## src/rtl/prog_loader.sv

```systemverilog
// Boot loader: streams 32-bit words into imem and 64-bit words into dmem, then runs the cpu.
// Optional PROG_LOADER_CHECKSUM_EN adds a stream checksum that gates the run.
module prog_loader #(
  parameter int IMEM_DEPTH = 512,
  parameter int DMEM_DEPTH = 1024,
  parameter int CNT_W      = 32
) (
  input  logic             clk,
  input  logic             arst_n,
  input  logic             start,
  input  logic [10:0]      imem_len,
  input  logic [10:0]      dmem_len,
  input  logic [CNT_W-1:0] run_cycles,
  input  logic             halt,
  input  logic             s_valid,
  output logic             s_ready,
  input  logic [31:0]      s_data,
  output logic [63:0]      imem_addr,
  output logic             imem_wen,
  output logic [31:0]      imem_wdata,
  output logic [63:0]      dmem_addr,
  output logic             dmem_wen,
  output logic [63:0]      dmem_wdata,
  output logic             cpu_enable,
  output logic             busy,
  output logic             done,
`ifdef PROG_LOADER_CHECKSUM_EN
  input  logic [31:0]      exp_sum,
  output logic [31:0]      sum,
  output logic             sum_err,
`endif
  output logic [CNT_W-1:0] cycle_count
);

  // FLUSH is a one-cycle gap so the last write strobe retires before cpu_enable rises.
  typedef enum logic [2:0] {IDLE, LOAD_I, LOAD_DL, LOAD_DH, FLUSH, RUN, DONE} state_t;

  localparam logic [10:0]      IMAX = 11'(IMEM_DEPTH);
  localparam logic [10:0]      DMAX = 11'(DMEM_DEPTH);
  localparam logic [CNT_W-1:0] ONE  = {{(CNT_W-1){1'b0}}, 1'b1};

  state_t      state;
  logic [10:0] ilen, dlen, icnt, dcnt;
  logic [31:0] lo;
  logic [10:0] il_c, dl_c;
  logic        take, start_go, chk_ok;

  assign il_c     = (imem_len > IMAX) ? IMAX : imem_len;
  assign dl_c     = (dmem_len > DMAX) ? DMAX : dmem_len;
  assign s_ready  = (state == LOAD_I) || (state == LOAD_DL) || (state == LOAD_DH);
  assign take     = s_valid && s_ready;
  assign start_go = start && ((state == IDLE) || (state == DONE));
  assign cpu_enable = (state == RUN);
  assign busy     = (state != IDLE) && (state != DONE);
  assign done     = (state == DONE);

`ifdef PROG_LOADER_CHECKSUM_EN
  logic [31:0] exp_q;
  assign chk_ok = (sum == exp_q);

  always_ff @(posedge clk or negedge arst_n) begin
    if (!arst_n) begin
      sum     <= '0;
      sum_err <= 1'b0;
      exp_q   <= '0;
    end else if (start_go) begin
      sum     <= '0;
      sum_err <= 1'b0;
      exp_q   <= exp_sum;
    end else begin
      if (take) sum <= sum + s_data;
      if (state == FLUSH && !chk_ok) sum_err <= 1'b1;
    end
  end
`else
  assign chk_ok = 1'b1;
`endif

  always_ff @(posedge clk or negedge arst_n) begin
    if (!arst_n) begin
      state       <= IDLE;
      ilen        <= '0;
      dlen        <= '0;
      icnt        <= '0;
      dcnt        <= '0;
      lo          <= '0;
      imem_addr   <= '0;
      imem_wen    <= 1'b0;
      imem_wdata  <= '0;
      dmem_addr   <= '0;
      dmem_wen    <= 1'b0;
      dmem_wdata  <= '0;
      cycle_count <= '0;
    end else begin
      imem_wen <= 1'b0;
      dmem_wen <= 1'b0;
      case (state)
        IDLE, DONE: if (start_go) begin
          ilen        <= il_c;
          dlen        <= dl_c;
          icnt        <= '0;
          dcnt        <= '0;
          imem_addr   <= '0;
          dmem_addr   <= '0;
          cycle_count <= '0;
          if (il_c != '0)      state <= LOAD_I;
          else if (dl_c != '0) state <= LOAD_DL;
          else                 state <= FLUSH;
        end
        LOAD_I: if (take) begin
          imem_wen   <= 1'b1;
          imem_wdata <= s_data;
          imem_addr  <= {51'b0, icnt, 2'b00};
          icnt       <= icnt + 11'd1;
          if (icnt == ilen - 11'd1) state <= (dlen != '0) ? LOAD_DL : FLUSH;
        end
        LOAD_DL: if (take) begin
          lo    <= s_data;
          state <= LOAD_DH;
        end
        LOAD_DH: if (take) begin
          dmem_wen   <= 1'b1;
          dmem_wdata <= {s_data, lo};
          dmem_addr  <= {50'b0, dcnt, 3'b000};
          dcnt       <= dcnt + 11'd1;
          state      <= (dcnt == dlen - 11'd1) ? FLUSH : LOAD_DL;
        end
        FLUSH: state <= chk_ok ? RUN : DONE;
        RUN: begin
          if (~&cycle_count) cycle_count <= cycle_count + ONE;
          if (halt || (run_cycles != '0 && cycle_count == run_cycles - ONE)) state <= DONE;
        end
        default: state <= IDLE;
      endcase
    end
  end

endmodule

```

## config.mk

```make
export PLATFORM = sky130hd
export DESIGN_NAME = prog_loader
export DESIGN_NICKNAME = d
export VERILOG_FILES = /design/src/rtl/prog_loader.sv
export SDC_FILE = /design/constraint.sdc
export NUM_CORES = 1
export LEC_CHECK = 0
export BUFFER_PORTS_ARGS = -buffer_cell sky130_fd_sc_hd__buf_2
export CAP_MARGIN = 10
export CORE_MARGIN = 5
export CORE_UTILIZATION = 48
export DETAILED_ROUTE_END_ITERATION = 16
export GPL_TIMING_DRIVEN = 1
export PLACE_DENSITY = 0.78
export SYNTH_ARGS = -nofsm -noshare
export SYNTH_HDL_FRONTEND = slang
export SYNTH_SLANG_ARGS = --single-unit
export TNS_END_PERCENT = 5
```

## constraint.sdc

```tcl
create_clock -name clk -period 3.16 [get_ports clk]
set_input_delay 0 -clock clk [delete_from_list [all_inputs] [get_ports clk]]
set_output_delay 0 -clock clk [all_outputs]
set_load 0.01 [all_outputs]
```

==> impl_metrics.ini <==
[yosys]
ys_seq_elements = 231
yosysUniqueCellTypes = 65
ys.flop_type = dfrtp_1
yosysWarnings = 0
synth_area_um2 = 12090
yosysSeqAreaShare_pct = 47.83
avgSynthCellArea_um2 = 9.005
synth_edf_count = 0
async_flop_share_pct = 100.0
netlist_instances = 1342

[global_route]
grt_overflow = 0
grt_max_degree = 116
grt_pass1_vias = 10492
groute.usage.overall_pct = 22.76
antenna_found_initial = 0
grt_pass1_wl_um = 53590

[worst_setup_path]
path_class = reg2reg
startpoint_type = flip-flop
crit_end = state[1]$_DFFE_PN0P_
reg2reg_slack_ns = 0.14
rr_startpoint = ilen[0]$_DFFE_PN0P_
ff2ff_path_depth = 11
cp_max_fo = 4
critical_path_arrival_ns = 3.45
worstPathRequired_ns = 3.59
cp-startpoint = ilen[0]$_DFFE_PN0P_
endpoint_kind = flip-flop
rr_endpoint = state[1]$_DFFE_PN0P_

[sta]
worst_pin_slew_ns = 0.8469
finClkSkew_ns = 0.009179
fin_crit_ns = 3.018
post-route-period-util_pct = 95.49
fmax_mhz = 331.4
relSlewSlack_pct = 43.54
finalSetupViolations = 0
maxSlewViolCount = 0
finalHoldViolCount = 0
hold_ws_ns = 0.04384

[drt]
vias = 10583
dr.pass1.iters = 5
wl_per_cell_um = 16.89
route.detailed.drc = 0
initialDrtViolationCount = 640
wirelength_um = 33890
ant_nets = 0
vias_per_cell = 5.273

[clock_network]
htreeDepth = 1
clock-sinks = 231
cts.clk_slew.worst_paths_ns = 0.06
clockBufferDepth = 3
cts_root_buffer = clkbuf_16
cts_tree = done
numCtsBuffers = 25
clk_latency_ns = 0.51

[floorplanning]
die_area_um2 = 28450
die_x_um = 168.7
rows = 58
start_util_pct = 48.41
dieHeight_um = 168.7
coreArea_um2 = 24960
io_pins = 353

[cells_and_area]
nNetsFinal = 1763
diodes = 0
post-route-util_pct = 59.99
fillers = 2108
syn_to_final_growth_pct = 23.92
drive_above_1_share_pct = 22.24

[place]
gp_congestion = 0.9408
dp_hpwl_um = 23140
io_buffer_count = 246

[pwr]
leakage_nw = 7.604
power_density_nw_per_um2 = 764.9
irDropWorstVdd_mv = 0.5924

[status]
status = finished clean

[worst_hold_path]
hp-class = in2reg

[job]
max_cap_violations = 0
registers in the layout (all words and copies together) (netlist names):
name	flops
lo	32
state	3
imem_wen	1
cycle_count	32
dmem_wen	1
dcnt	11
dmem_wdata	64
icnt	11
ilen	11
imem_wdata	32
dmem_addr	11
dlen	11
imem_addr	11
metal layers:
| layer | wire length (um) | GRT usage, % | up-vias |
|---|---|---|---|
| met3 | 3406 | 6.446 | 84 |
| met4 | 994 | 7.375 | 0 |
| met2 | 15880 | 37.58 | 490 |
| met5 | 0 | 0 | - |
| met1 | 13610 | 29.08 | 5100 |
| li1 | - | - | 4909 |
where the power goes:
group          internal [W]  total, W  switching, W  leakage [nW]
Combinational       0.00166   0.00397       0.00231          4.20
Clock               0.00180   0.00295       0.00115         0.398
Sequential          0.00389   0.00453      0.000642          3.01
cell families (layout without fill, tap and decap cells):
group | Yosys count | count (layout) | share of synthesized area [%]
other cells | 1 | 106 | 0.03103
xor+xnor | 104 | 104 | 7.537
simple gates | 653 | 653 | 24.33
compound gates | 117 | 117 | 6.471
buf+inv | 187 | 417 | 9.235
flops | 231 | 231 | 47.83
mux | 41 | 41 | 3.738
fa+ha+maj | 8 | 8 | 0.8283
cell usage after synthesis (all sizes together), types with 13 or more instances:
master	number	share of area, %
nand2	375	12
dfrtp	231	48
buf	113	6.9
nor2	83	2.6
xor2	54	3.9
clkbuf	51	1.6
xnor2	50	3.6
nand3	45	1.9
o21ai	34	1.4
mux2	33	3.1
nor3	27	1.2
nor4	26	1.4
a22o	24	1.7
a21oi	23	0.95
inv	22	0.68
nand4	18	0.93
or3	13	0.67
worst min path at each step:
stage | start | end | slack, ns | cells past startpoint
finish | imem_len[9] | ilen[8]$_DFFE_PN0P_ | 0.04 | 4
global route | imem_len[9] | ilen[8]$_DFFE_PN0P_ | 0.06 | 4
CTS | imem_len[9] | ilen[8]$_DFFE_PN0P_ | 0.02 | 4
detailed placement | arst_n | dmem_wdata[1]$_DFFE_PN0P_ | 0.13 | 1
global placement | arst_n | lo[1]$_DFFE_PN0P_ | 0.13 | 1
floorplan | arst_n | cycle_count[0]$_DFFE_PN0P_ | -0.30 | 0
cells in the final DEF (no fill, tap or decap), drive strengths merged, types with 23 or more instances in the layout:
cell / count
a21oi: 23
a22o: 24
buf: 285
clkbuf: 33
conb: 106
dfrtp: 231
dlygate4sd3: 69
mux2: 33
nand2: 375
nand3: 45
nor2: 83
nor3: 27
nor4: 26
o21ai: 34
xnor2: 50
xor2: 54
per-stage QoR:
stage	power [W]	cell area (um^2)	cells	setup WS [ns]	TNS, ns
after floorplan	0.006926	12480	1447	0.04709	0
after global placement	0.008189	13430	1895	-0.01360	-0.01360
after detailed placement	0.008346	13430	1895	-0.1225	-0.1982
after CTS	0.01145	14940	2004	0.09801	0
after global routing	0.01221	14980	2007	-0.04936	-0.04936
final	0.01145	14980	2007	0.1424	0
area by class of cell:
| type | count | area [um^2] | share of cell area (%) |
|---|---|---|---|
| clock buffers | 33 | 705.7 | 4.712 |
| clock inverters | 7 | 118.9 | 0.7937 |
| inverters | 23 | 86.33 | 0.5765 |
| multi-input cells | 1029 | 5609 | 37.46 |
| flip-flops and latches | 231 | 5781 | 38.60 |
| well taps | 330 | 412.9 | 2.757 |
| repair buffers | 354 | 2262 | 15.11 |
critical path, stage by stage, from the launching register on:
cell and delay [ns]:
dfrtp_1 0.41, inv_1 0.10, ha_1 0.30, xor2_1 0.14
nand4_1 0.10, or4b_1 0.52, nor3_2 0.16, o211ai_1 0.13
and4_1 0.23, a21o_1 0.18, or4_1 0.50, o2bb2ai_1 0.16
timing repair:
action	CTS	global route
buffers inserted	0	3
endpoints found under the setup margin	0	1
gates resized for setup	0	2
hold buffers	69	0
hold endpoints to repair	231	0
Note: power is estimated with default switching activity, not from simulation.
